## config.mk

```make
export PLATFORM = sky130hd
export DESIGN_NAME = fp_int_to_float
export DESIGN_NICKNAME = d
export VERILOG_FILES = /design/src/rtl/float_struct_pkg.sv /design/src/rtl/fp_int_to_float_lzc32.sv /design/src/rtl/fp_int_to_float.sv
export SDC_FILE = /design/constraint.sdc
export NUM_CORES = 1
export LEC_CHECK = 0
export ABC_AREA = 1
export CAP_MARGIN = 30
export CORE_MARGIN = 1.5
export CORE_UTILIZATION = 52
export DETAILED_ROUTE_END_ITERATION = 16
export HOLD_SLACK_MARGIN = 0.03
export MAX_ROUTING_LAYER = met4
export PLACE_DENSITY = 0.76
export RECOVER_POWER = 100
export SKIP_CTS_REPAIR_TIMING = 1
export SYNTH_ARGS = -nofsm -noshare
export SYNTH_HDL_FRONTEND = slang
export SYNTH_HIERARCHICAL = 1
export SYNTH_SLANG_ARGS = --single-unit
export TNS_END_PERCENT = 50
```

## constraint.sdc

```tcl
create_clock -name clk -period 2.35 [get_ports clk]
set_clock_uncertainty 0.15 [all_clocks]
set_input_delay 0.47 -clock clk [delete_from_list [all_inputs] [get_ports clk]]
set_output_delay 0.47 -clock clk [all_outputs]
set_load 0.005 [all_outputs]
```

## src/rtl/float_struct_pkg.sv

```systemverilog
// float_struct: shared binary32 field constants and the FPU status code.
// Used by fp_int_to_float (encode direction) and the FPU adder (decode direction).
// No ports; import with float_struct::*.
package float_struct;

    localparam int unsigned FP_W      = 32;
    localparam int unsigned FP_BIAS   = 127;
    localparam int unsigned FP_EXP_W  = 8;
    localparam int unsigned FP_MANT_W = 23;

    // Status code that goes out alongside every FPU result.
    typedef enum logic [1:0] {
        OK  = 2'b00,
        NAN = 2'b01,
        INF = 2'b10,
        NUL = 2'b11
    } states;

endpackage

```

## src/rtl/fp_int_to_float_lzc32.sv

```systemverilog
// lzc32: combinational 32-bit leading-zero counter.
// Ports:
//   i_val  [31:0] input word
//   o_cnt  [5:0]  number of leading zeros; 32 when i_val is 0
module lzc32 (
    input  logic [31:0] i_val,
    output logic [5:0]  o_cnt
);

    // Walking upward lets the highest set bit make the last assignment.
    always_comb begin
        o_cnt = 6'd32;
        for (int i = 0; i < 32; i++) begin
            if (i_val[i]) begin
                o_cnt = 6'(31 - i);
            end
        end
    end

endmodule

```

## src/rtl/fp_int_to_float.sv

```systemverilog
// fp_int_to_float: 4-stage pipelined int32/uint32 -> binary32 converter,
// round-to-nearest-even. Accepts one operand per cycle, never stalls.
// Ports:
//   clk      clock
//   rst      synchronous reset, active low
//   a        [31:0] integer operand
//   arg_vld  operand valid
//   result   [31:0] packed binary32 value
//   state    [1:0]  float_struct::states code (OK or NUL here)
//   res_vld  result valid, 4 cycles after the matching arg_vld
//   inexact  (only with FP_INT_TO_FLOAT_INEXACT_EN) rounding discarded bits
// Optional feature macro: FP_INT_TO_FLOAT_INEXACT_EN
module fp_int_to_float
    import float_struct::*;
#(
    parameter bit          SIGNED_IN = 1'b1,
    parameter int unsigned LATENCY   = 4
) (
    input  logic        clk,
    input  logic        rst,
    input  logic [31:0] a,
    input  logic        arg_vld,
    output logic [31:0] result,
    output logic [1:0]  state,
`ifdef FP_INT_TO_FLOAT_INEXACT_EN
    output logic        inexact,
`endif
    output logic        res_vld
);

    // The pipeline below has exactly four register stages.
    if (LATENCY != 4) begin : g_latency_chk
        $error("fp_int_to_float: LATENCY must be 4");
    end

    // S1: sign, magnitude, zero flag
    logic        w_sign;
    logic [31:0] w_mag;
    logic        r1_vld, r1_sign, r1_zero;
    logic [31:0] r1_mag;

    assign w_sign = SIGNED_IN ? a[31] : 1'b0;
    // -0x80000000 wraps to 0x80000000, which is the correct magnitude.
    assign w_mag  = w_sign ? 32'(-a) : a;

    always_ff @(posedge clk) begin
        if (!rst) begin
            r1_vld  <= 1'b0;
            r1_sign <= 1'b0;
            r1_zero <= 1'b0;
            r1_mag  <= '0;
        end else begin
            r1_vld  <= arg_vld;
            r1_sign <= w_sign;
            r1_zero <= (a == 32'd0);
            r1_mag  <= w_mag;
        end
    end

    // S2: leading-zero count
    logic [5:0]  w_lz;
    logic        r2_vld, r2_sign, r2_zero;
    logic [31:0] r2_mag;
    logic [5:0]  r2_lz;

    lzc32 u_lzc (
        .i_val (r1_mag),
        .o_cnt (w_lz)
    );

    always_ff @(posedge clk) begin
        if (!rst) begin
            r2_vld  <= 1'b0;
            r2_sign <= 1'b0;
            r2_zero <= 1'b0;
            r2_mag  <= '0;
            r2_lz   <= '0;
        end else begin
            r2_vld  <= r1_vld;
            r2_sign <= r1_sign;
            r2_zero <= r1_zero;
            r2_mag  <= r1_mag;
            r2_lz   <= w_lz;
        end
    end

    // S3: normalise; the implicit leading one (bit 31) is dropped.
    logic [30:0] w_norm;
    logic [7:0]  w_exp;
    logic        r3_vld, r3_sign, r3_zero;
    logic [30:0] r3_norm;
    logic [7:0]  r3_exp;

    assign w_norm = 31'(r2_mag << r2_lz);
    assign w_exp  = 8'(32'(FP_BIAS) + 32'd31 - 32'(r2_lz));

    always_ff @(posedge clk) begin
        if (!rst) begin
            r3_vld  <= 1'b0;
            r3_sign <= 1'b0;
            r3_zero <= 1'b0;
            r3_norm <= '0;
            r3_exp  <= '0;
        end else begin
            r3_vld  <= r2_vld;
            r3_sign <= r2_sign;
            r3_zero <= r2_zero;
            r3_norm <= w_norm;
            r3_exp  <= w_exp;
        end
    end

    // S4: round to nearest even and pack
    logic        w_guard, w_sticky, w_round_up;
    logic [23:0] w_m_rnd;
    logic [7:0]  w_exp_rnd;
    logic [31:0] w_packed;

    assign w_guard    = r3_norm[7];
    assign w_sticky   = |r3_norm[6:0];
    assign w_round_up = w_guard & (w_sticky | r3_norm[8]);
    // Carry out of the 23-bit mantissa bumps the exponent; exp tops out at 159.
    assign w_m_rnd    = {1'b0, r3_norm[30:8]} + 24'(w_round_up);
    assign w_exp_rnd  = r3_exp + 8'(w_m_rnd[23]);
    assign w_packed   = {r3_sign, w_exp_rnd, w_m_rnd[FP_MANT_W-1:0]};

    logic        r_res_vld;
    logic [31:0] r_result;
    states       r_state;

    always_ff @(posedge clk) begin
        if (!rst) begin
            r_res_vld <= 1'b0;
            r_result  <= '0;
            r_state   <= OK;
        end else begin
            r_res_vld <= r3_vld;
            r_result  <= r3_zero ? 32'd0 : w_packed;
            r_state   <= r3_zero ? NUL : OK;
        end
    end

    assign res_vld = r_res_vld;
    assign result  = r_result;
    assign state   = r_state;

`ifdef FP_INT_TO_FLOAT_INEXACT_EN
    logic r_inexact;

    always_ff @(posedge clk) begin
        if (!rst) begin
            r_inexact <= 1'b0;
        end else begin
            r_inexact <= r3_zero ? 1'b0 : (w_guard | w_sticky);
        end
    end

    assign inexact = r_inexact;
`endif

endmodule

```

* After elaboration in Yosys (flattened, before gate mapping) *
Cells that the tools add are included.

cells by class
  shift-type cells = 1
  add/subtract/negate cells = 4
  multiplexer cells = 33
  bitwise logic cells = 3
  reductions and logical operators = 10

operator list
  operator                                          number
  two-way mux 5 bit                                 15
  zero test 32 bit                                  1
  two-way mux 4 bit                                 8
  negator 32 bit                                    1
  OR reduction 32 bit                               1
  << shifter 32 x 6 -> 31 bit                       1
  two-way mux 31 bit                                1
  adder 23 x 1 -> 24 bit                            1
  OR reduction 17 bit                               1
  two-way mux 3 bit                                 4
  OR reduction 9 bit                                1
  adder 8 x 1 -> 8 bit                              1
  subtractor 8 x 6 -> 8 bit (first input constant)  1
  OR reduction 7 bit                                1
  two-way mux 2 bit                                 3
  two-way mux 6 bit                                 1
  OR reduction 5 bit                                1
  OR reduction 2 bit                                2
  OR reduction 3 bit                                1
  AND reduction 2 bit                               1
  AND 1 bit                                         1
  two-way mux 1 bit                                 1
  NOT 1 bit                                         1
  bitwise OR 1 bit                                  1

storage, ports and cells
  input bits = 35
  register bits = 153

* Depth between registers and ports, before layout *
Gate-level depths: netlist of run 1.

  word-level depth = 31
  mapped depth = 33

* Hierarchy *
Netlist of run 1, hierarchy kept.

modules (own cells, without submodules)
  module           times used  sequential area each (um2)  cells an instance  area an instance (um2)
  fp_int_to_float  1           3022.9                      1042               7094.3
  lzc32            1           0.0                         110                449.2

* Least setup slack after synthesis of run 1 *
No wires, ideal clock.

  kind = reg2reg
  start = register r3_norm[11]
  end = register r_result[30], in the netlist result[30]
  setup slack = 91 ps
  arrival time = 1991 ps
  data required time = 2083 ps
  period minus slack after synthesis = 2259 ps
  cell stages (with the launch flop) = 14
  cell sequence = dfxtp_1 -> nand2_1 -> nor3_4 -> nand2_2 -> nor2_4 -> inv_1 -> nor3_1 -> ha_1 -> nand2_1 -> inv_1 -> nand2_1 -> nor3b_1 -> xnor2_1 -> nor2_1

on the way
  cells in the longest elaborated chain, start to end = 2

ends and longest elaborated chain
  element                 line                    text
  from (decl)             fp_int_to_float.sv:91   logic [30:0] r3_norm;
  from (signal assigned)  fp_int_to_float.sv:108  r3_norm <= w_norm;
  adder 23 x 1 -> 24 bit  fp_int_to_float.sv:123  assign w_m_rnd = {1'b0, r3_norm[30:8]} + 24'(w_round_up);
  adder 8 x 1 -> 8 bit    fp_int_to_float.sv:124  assign w_exp_rnd = r3_exp + 8'(w_m_rnd[23]);
  to (signal assigned)    fp_int_to_float.sv:138  r_result <= r3_zero ? 32'd0 : w_packed;
  to (decl)               fp_int_to_float.sv:128  logic [31:0] r_result;

No other way between the ends.
A chain may end at the register's enable or synchronous reset.

* Final worst setup path of run 1 *
  start = register r3_norm[7]
  end = register r_result[30], in the netlist result[30]

on the way
  cells in the longest elaborated chain, start to end = 3

ends and longest elaborated chain
  element                 line                    text
  AND 1 bit               fp_int_to_float.sv:121  assign w_round_up = w_guard & (w_sticky | r3_norm[8]);
  adder 23 x 1 -> 24 bit  fp_int_to_float.sv:123
  adder 8 x 1 -> 8 bit    fp_int_to_float.sv:124

No other way between the ends.

==> results of run 1 <==
-- placed cells by master (no fill, tap or decap), types with 5 or more instances in the layout --
master	count
clkbuf_16	17
o21ai_0	41
nor3_1	25
nor2_1	122
nand2_1	302
dfxtp_1	142
a21oi_1	56
o21ai_1	5
inv_1	151
nor4_1	5
nand4_1	16
dlygate4sd3_1	39
and3_1	6
or2_2	7
o211ai_1	10
nand3b_1	5
buf_4	38
dfxtp_2	9
clkdlybuf4s50_1	29
nand3_1	159
-- sequential cells by signal, summed over array words and instances, names as in the netlist --
signal / flops
r1_mag: 32
r1_sign: 1
r1_vld: 1
r1_zero: 1
r2_lz: 6
r2_mag: 31
r2_sign: 1
r2_vld: 1
r2_zero: 1
r3_exp: 8
r3_norm: 31
r3_sign: 1
r3_vld: 1
r3_zero: 1
res_vld: 1
result: 32
state: 1
-- synth_stat cells (6+ instances only) --
cell	instances
inv_1	148
nand4_1	16
buf_2	15
dfxtp_1	151
a21oi_1	56
nor2_1	121
nand2_1	304
inv_2	6
nor3_1	27
o21ai_0	41
clkbuf_1	19
or2_2	7
and3_1	6
nand3_1	159
o211ai_1	10
-- kinds of logic (layout without fill, tap and decap cells) --
group           after synthesis  count (layout)  synth area share
simple gates                668             668             0.391
xor+xnor                      2               2           0.00232
flops                       151             151             0.401
compound gates              124             124            0.0902
buf+inv                     202             298             0.108
fa+ha+maj                     5               5           0.00829
-- layout make-up --
cell class              instances  area [um2]
clock inverters                14         116
flip-flops and latches        151        3030
well taps                     180         225
repair buffers                111         988
fillers                      1305        4960
inverters                     155         582
clock buffers                  18         429
multi-input cells             799        3710
-- tightest hold or removal path: cells and delay by family (launching register included) --
| kind | cells | cell delay [ns] |
|---|---|---|
| AND/OR/NAND/NOR | 1 | 0.04 |
| flip-flops | 1 | 0.31 |
| buffers and inverters | 1 | 0.04 |
-- power groups by stage --
stage	clock (W)	sequential, W	combinational [W]
after floorplan	0	0.00290	0.000755
after global placement	0	0.00290	0.00115
after detailed placement	0	0.00291	0.00116
after CTS	0.00252	0.00285	0.00117
after global routing	0.00265	0.00289	0.00131
final	0.00249	0.00286	0.00115
-- worst paths after layout --
check	startpoint	to	slack, ns	cells past startpoint
worst max-delay path	r3_norm[7]	result[30]	0.02	13
worst min-delay path	r1_zero	r2_zero	0.26	2
worst max register to register	r3_norm[7]	result[30]	0.02	13
worst min register to register	r1_zero	r2_zero	0.26	2
-- metrics by stage --
step	setup TNS (ns)	total power [W]	area (um2)	worst slack [ns]
after detailed placement	-0.132	0.00407	8510	-0.107
after floorplan	0	0.00365	7540	0.0913
final	0	0.00650	9090	0.0178
after global placement	0	0.00406	8510	0.0534
after global routing	-1.84	0.00684	9090	-0.174
after CTS	-0.334	0.00655	9050	-0.205
-- per-layer routing --
metal | vias to the layer above | global-route usage | wire length, um
li1 | 3865 | - | -
met1 | 3199 | 0.310 | 8190
met2 | 191 | 0.481 | 9710
met3 | 52 | 0.0447 | 680
met4 | 0 | 0.121 | 661
met5 | - | - | 0
==> metrics, run 1 <==
status complete, no violations; crit end category flop; Vias 7307; drt wl/cell 13.5 um; # DRC 0; register bit total from synthesis 151; CORE AREA 14000 um2; Post-synth EDFFs 0; Final Setup Violations 0; sw power 0.00193 W; proportion of synthesized chip area in sequential cells 0.401; IO Pins 70; worst slew pin tran 0.736 ns; Port Buf Inserts 69; vias in the first global route 6675; diode count 0; Initial Utilization 0.537; clock slew at reported path FFs 0.06 ns; final critical-path required period 2.33 ns; largest area contributor in the netlist dfxtp_1; placed cells 1392; crit-path max FO 3; Worst EP required 2.49 ns; syn avg cell area 6.55 um2; post-layout util 0.647; Sequential Power Share 0.440; syn_nets 1192; library cells used by synthesis 43; CP Launch Type flop; Fin. Hold Viols 0; Max Slew Vio Count 0; dpl hpwl 14900 um; nets@finish 1275; pwr/cell area 715 nW/um2; Die Y 123 um; H-tree level count 4; Sink Count 151; relative slew slack 0.508; initial antenna violation count 0; Iteration-0 DRC Markers 513; switching share of power 0.296; Most used DFF post-synth dfxtp_1; num rows 43; crit-path max cell delay 0.33 ns; total CTS buffers 17; GRT Util Overall 0.275; post-synth top area share 0.401; CTS tree built; internal power 0.00457 W; layout cell share with drive strength beyond 1 0.0873; worst-path cell chain nand2_1 > nor3_4 > nand2_1 > nor2_4 > inv_2 > nor3_4 > ha_2 > nand2_1 > inv_1 > nand2_2 > nor3b_2 > xnor2_1 > nor2_1; GPL Wtd Cong 0.933; most repeated library cell on the critical path nand2_1; Initial DRT Pass Iterations 5; hold_ws 0.262 ns; Die W 123 um; fin crit share 0.992; WP buf/inv 2; Vias/cell 5.12; Peak VDD IR 583 uV; Syn Inst Count 1152; Area contributors post-synth dfxtp_1 40%, nand2_1 15%, nand3_1 11%; Clock power frac 0.383; Post-Syn Area 7540 um2; DIE AREA 15200 um2; Slowest cell on crit path dfxtp_1; HP Class flop to flop; RSZ-0062 raised after global routing yes; GRT Residual Overflow 0; clock tree buffer depth 2; first-pass GRT wire length 31300 um; Static Leakage 4.48 nW; drt total wl 19300 um; Clk Latency, worst-skew pair 0.43 ns; Max Cap Viol 0; largest net degree at the start of global routing 38; clk root buf clkbuf_16; Syn. warnings 6; worst endpoint data arrival time 2.47 ns; critical path type flop to flop; combinational share of power 0.177; Final ANT Viol Nets 0; non-filler cells, final 1428; CP delay by family, top simple AND/OR/NAND/NOR gates; Post-synth ARST share 0; area grow syn2layout 20.5%; f_max 429 MHz
(Power assumes the default switching activity.)
==> run 2, diff against run 1 <==
--- a/config.mk
+++ b/config.mk
@@ -12,7 +12,7 @@
 export DETAILED_ROUTE_END_ITERATION = 16
 export HOLD_SLACK_MARGIN = 0.03
 export MAX_ROUTING_LAYER = met4
-export PLACE_DENSITY = 0.76
+export PLACE_DENSITY_LB_ADDON = 0.12
 export RECOVER_POWER = 100
 export SKIP_CTS_REPAIR_TIMING = 1
 export SYNTH_ARGS = -nofsm -noshare
==> run 2 against run 1 <==
  * Clock-buffer cell count is 1 lower
  * Cell count is 0.42% higher
  * Flip-flop and latch count stayed put
  * Final area is 1.6% higher
  * Via count is 0.57% higher
==> metrics, run 2 (same netlist as run 1, synthesis figures left out) <==
most frequent cells in the layout 301 x nand2_1, 159 x nand3_1, 147 x inv_1 (was 302 x nand2_1, 159 x nand3_1, 151 x inv_1); area of the multi-input gates 3750 um2 (was 3710 um2); f_max 443 MHz (was 429 MHz); GRT Residual Overflow 0 (unchanged); nets@finish 1281 (was 1275); Port Buf Inserts 69 (unchanged); Die Y 123 um (unchanged); Iteration-0 DRC Markers 558 (was 513); most repeated library cell on the critical path nand2_1 (unchanged); Static Leakage 4.43 nW (was 4.48 nW); initial antenna violation count 0 (unchanged); critical path type flop to flop (unchanged); hold_ws 0.262 ns (about the same); clk root buf clkbuf_16 (unchanged); Initial DRT Pass Iterations 5 (unchanged); diode count 0 (unchanged); Final ANT Viol Nets 0 (unchanged); r2r endpoint result[30] (unchanged); RSZ-0062 raised after global routing yes (unchanged); fin crit share 0.961 (was 0.992); GRT Util Overall 0.273 (was 0.275); drt wl/cell 13.5 um (about the same); Vias 7349 (was 7307); placed cells 1398 (was 1392); most common cell after layout, fill and taps aside nand2_1 (unchanged); worst slew pin tran 0.434 ns (was 0.736 ns); Seq. cell area 3030 um2 (about the same); non-filler cells, final 1434 (was 1428); layout cell share with drive strength beyond 1 0.101 (was 0.0873); Critical R2R Launch r3_norm[15] (was r3_norm[7]); dpl hpwl 14700 um (was 14900 um); worst endpoint data arrival time 2.42 ns (was 2.47 ns); vias in the first global route 6661 (was 6675); HP Class flop to flop (unchanged); Filler Cell Count 1269 (was 1305); Vias/cell 5.12 (about the same); hold endpoint r2_sign (was r2_zero); crit end category flop (unchanged); CP Launch Type flop (unchanged); crit-path max FO 2 (was 3); total CTS buffers 17 (unchanged); Slowest cell on crit path dfxtp_2 (was dfxtp_1); clock slew at reported path FFs 0.07 ns (was 0.06 ns); Fin. Hold Viols 0 (unchanged); Die W 123 um (unchanged); status complete, no violations (unchanged); Max Slew Vio Count 0 (unchanged); num rows 43 (unchanged); Max Cap Viol 0 (unchanged); final critical-path required period 2.26 ns (was 2.33 ns); largest net degree at the start of global routing 50 (was 38); R2R setup slack 0.09 ns (was 0.02 ns); Sink Count 151 (unchanged); CTS tree built (unchanged); IO Pins 70 (unchanged); first-pass GRT wire length 31000 um (was 31300 um); WHS Path Cells 2 (unchanged); Final Setup Violations 0 (unchanged); H-tree level count 4 (unchanged); relative slew slack 0.708 (was 0.508); Worst EP required 2.51 ns (was 2.49 ns); Peak VDD IR 462 uV (was 583 uV); CORE AREA 14000 um2 (unchanged); GPL Wtd Cong 0.951 (was 0.933); drt total wl 19300 um (about the same); crit-path max cell delay 0.34 ns (was 0.33 ns); pwr/cell area 721 nW/um2 (was 715 nW/um2); Initial Utilization 0.537 (unchanged); DIE AREA 15200 um2 (unchanged); Clk Latency, worst-skew pair 0.43 ns (about the same); # DRC 0 (unchanged); worst-path cell chain nand2_1 > nor3_2 > nand2_2 > nor2_4 > inv_1 > nor3_2 > ha_2 > nand2_1 > inv_2 > nand2_1 > nor3b_2 > xnor2_1 > nor2_1 (was nand2_1 > nor3_4 > nand2_1 > nor2_4 > inv_2 > nor3_4 > ha_2 > nand2_1 > inv_1 > nand2_2 > nor3b_2 > xnor2_1 > nor2_1); HP Start r1_sign (was r1_zero); clock tree buffer depth 2 (unchanged); r2r worst-path depth 13 (unchanged); area grow syn2layout 22.3% (was 20.5%)
-- run 2: routing by layer --
layer | global-route usage | vias to the layer above | share of wire
met5 | - | - | 0
met3 | 0.0521 | 58 | 0.041
li1 | - | 3860 | -
met2 | 0.482 | 221 | 0.51
met4 | 0.138 | 0 | 0.041
met1 | 0.293 | 3210 | 0.41
-- run 2: worst max path at each step --
stage	startpoint	to	slack (ns)
2_1_floorplan	r3_norm[11]	result[30]	0.09
3_3_place_gp	r3_norm[8]	result[30]	0.04
3_5_place_dp	r3_norm[7]	result[30]	-0.01
4_1_cts	r3_norm[8]	result[30]	-0.02
5_1_grt	r1_mag[1]	r2_lz[0]	-0.17
6_report	r3_norm[15]	result[30]	0.09
-- run 2: stage by stage --
step | utilization | area [um2] | setup TNS [ns] | setup slack [ns] | total power, W
after CTS | 0.651 | 9150 | -0.0182 | -0.0182 | 0.00667
after floorplan | - | 7540 | 0 | 0.0913 | 0.00365
after detailed placement | 0.610 | 8570 | -0.0121 | -0.0121 | 0.00408
after global routing | 0.657 | 9230 | -0.334 | -0.171 | 0.00698
after global placement | 0.610 | 8570 | 0 | 0.0353 | 0.00407
final | 0.657 | 9230 | 0 | 0.0913 | 0.00665
-- run 2: power by group --
| group | internal (W) | total, W | switching, W |
|---|---|---|---|
| Combinational | 0.000477 | 0.00118 | 0.000706 |
| Sequential | 0.00275 | 0.00286 | 0.000109 |
| Clock | 0.00142 | 0.00261 | 0.00119 |
| Total | 0.00465 | 0.00665 | 0.00201 |
-- run 2: critical path, delay by kind of cell (launching register included) --
family	cells	cell delay, ns
and+or+nand+nor	9	1.19
adders and majority gates	1	0.19
buffers and inverters	2	0.12
DFF	1	0.34
xor gates and xnor gates	1	0.14
-- run 2: area by class of cell --
class	count	area share
multi-input cells	799	0.406
clock inverters	15	0.0168
clock buffers	17	0.0461
well taps	180	0.0244
inverters	155	0.0631
repair buffers	117	0.115
flip-flops and latches	151	0.329
==> run 3, diff against run 2 <==
--- a/config.mk
+++ b/config.mk
@@ -9,11 +9,13 @@
 export CAP_MARGIN = 30
 export CORE_MARGIN = 1.5
 export CORE_UTILIZATION = 52
+export CTS_CLUSTER_SIZE = 12
 export DETAILED_ROUTE_END_ITERATION = 16
 export HOLD_SLACK_MARGIN = 0.03
 export MAX_ROUTING_LAYER = met4
 export PLACE_DENSITY_LB_ADDON = 0.12
 export RECOVER_POWER = 100
+export REMOVE_ABC_BUFFERS = 1
 export SKIP_CTS_REPAIR_TIMING = 1
 export SYNTH_ARGS = -nofsm -noshare
 export SYNTH_HDL_FRONTEND = slang
==> run 3 against run 2 <==
  * The run now ends with setup timing left
  * Clock-buffer cell count rose by 1
  * First-iteration DRC count down 38%
  * Wire length down 4.2%
  * Global-route usage is 1.0 points lower
  * Sequential share of layout area is 0.36 points higher
  * Largest power group unchanged
  * Highest routed layer unchanged
==> metrics, run 3 (same netlist as run 1, synthesis figures left out) <==
relative slew slack 0.501 (was 0.708); Fin. Hold Viols 0 (unchanged); nets@finish 1274 (was 1281); Worst EP required 2.52 ns (was 2.51 ns); num rows 43 (unchanged); GPL Wtd Cong 0.927 (was 0.951); Setup WS post-layout -0.0336 ns (was 0.0913 ns); pwr/cell area 742 nW/um2 (was 721 nW/um2); final critical-path required period 2.38 ns (was 2.26 ns); Iteration-0 DRC Markers 346 (was 558); initial antenna violation count 0 (unchanged); clk root buf clkbuf_16 (unchanged); largest net degree at the start of global routing 55 (was 50); Max Slew Vio Count 0 (unchanged); non-filler cells, final 1427 (was 1434); Design Power 0.00676 W (was 0.00665 W); Critical R2R Launch r3_norm[8] (was r3_norm[15]); GRT Util Overall 0.263 (was 0.273); most repeated library cell on the critical path nand2_1 (unchanged); area grow syn2layout 20.7% (was 22.3%); fin crit share 1.01 (was 0.961); TNS Setup -0.0336 ns (was 0 ns); failing checks setup timing; worst-path cell chain nand2_1 > nor3_1 > nand2_2 > nor2_4 > inv_1 > nor3_2 > ha_1 > nand2_1 > inv_1 > nand2_1 > buf_4 > nor2_1 > a21oi_1 > o21a_1 (was nand2_1 > nor3_2 > nand2_2 > nor2_4 > inv_1 > nor3_2 > ha_2 > nand2_1 > inv_2 > nand2_1 > nor3b_2 > xnor2_1 > nor2_1); CTS tree built (unchanged); post-layout util 0.649 (was 0.657); placed cells 1395 (was 1398); vias in the first global route 6619 (was 6661); Final ANT Viol Nets 0 (unchanged); f_max 420 MHz (was 443 MHz); CP Launch Type flop (unchanged); IO Pins 70 (unchanged); most frequent cells in the layout 304 x nand2_1, 159 x nand3_1, 149 x inv_1 (was 301 x nand2_1, 159 x nand3_1, 147 x inv_1); Vias 7238 (was 7349); CP delay by family, top simple AND/OR/NAND/NOR gates (unchanged); diode count 0 (unchanged); clock tree buffer depth 2 (unchanged); layout cell share with drive strength beyond 1 0.0770 (was 0.101); worst endpoint data arrival time 2.55 ns (was 2.42 ns); drt wl/cell 13.0 um (was 13.5 um); Max Cap Viol 0 (unchanged); H-tree level count 4 (unchanged); clock slew at reported path FFs 0.06 ns (was 0.07 ns); Final Setup Violations 1 (was 0); first-pass GRT wire length 30400 um (was 31000 um); Initial DRT Pass Iterations 5 (unchanged); WP buf/inv 3 (was 2); hold_ws 0.259 ns (was 0.262 ns); Initial Utilization 0.537 (unchanged); Port Buf Inserts 69 (unchanged); crit-path max FO 5 (was 2); dpl hpwl 14200 um (was 14700 um); HP Class flop to flop (unchanged); Sink Count 151 (unchanged); HP Start r3_sign (was r1_sign); most common cell after layout, fill and taps aside nand2_1 (unchanged); Vias/cell 5.07 (was 5.12); Clk Latency, worst-skew pair 0.42 ns (was 0.43 ns); worst setup path startpoint r3_norm[8] (was r3_norm[15]); GRT Residual Overflow 0 (unchanged); DIE AREA 15200 um2 (unchanged); # DRC 0 (unchanged); Slowest cell on crit path nor3_1 (was dfxtp_2); crit-path max cell delay 0.34 ns (about the same); drt total wl 18500 um (was 19300 um); Peak VDD IR 499 uV (was 462 uV); crit end category flop (unchanged); Die W 123 um (unchanged); total CTS buffers 17 (unchanged); critical path type flop to flop (unchanged); Static Leakage 4.35 nW (was 4.43 nW); worst slew pin tran 0.748 ns (was 0.434 ns); Die Y 123 um (unchanged); RSZ-0062 raised after global routing yes (unchanged); CORE AREA 14000 um2 (unchanged); status finished with violations (was complete, no violations)
==> run 3: worst min-delay path, stage by stage, from the launching register on <==
cell and delay, ns:
dfxtp_1 0.30, inv_1 0.04, nor2_1 0.03
==> run 3: report_power, final <==
part	switching (W)	total (W)	leakage (nW)	internal (W)
clock	0.00106	0.00276	0.289	0.00170
combinational	0.000682	0.00114	2.82	0.000460
sequential	0.000103	0.00286	1.25	0.00275
==> run 3: routing by layer <==
metal,part of all wire,global-route usage,vias up
li1,-,-,3855
met1,0.44,0.289,3167
met2,0.50,0.459,172
met3,0.028,0.0364,44
met4,0.039,0.146,0
met5,0,-,-
==> run 3: metrics by stage <==
step	cell area, um2	setup slack [ns]
after CTS	9160	-0.0528
final	9110	-0.0336
after detailed placement	8540	-0.0424
after floorplan	7310	-0.177
after global routing	9110	-0.240
after global placement	8540	0.0325
==> run 3: final timing paths <==
kind	end	slack (ns)	cells after the start
min reg2reg	result[31]	0.26	2
max	result[27]	-0.03	14
min	result[31]	0.26	2
max reg2reg	result[27]	-0.03	14
==> run 3: area by class of cell <==
cell class	count	area [um2]
multi-input cells	799	3680
repair buffers	110	978
fillers	1289	4930
clock inverters	14	174
well taps	180	225
flip-flops and latches	151	3030
clock buffers	18	439
inverters	155	582
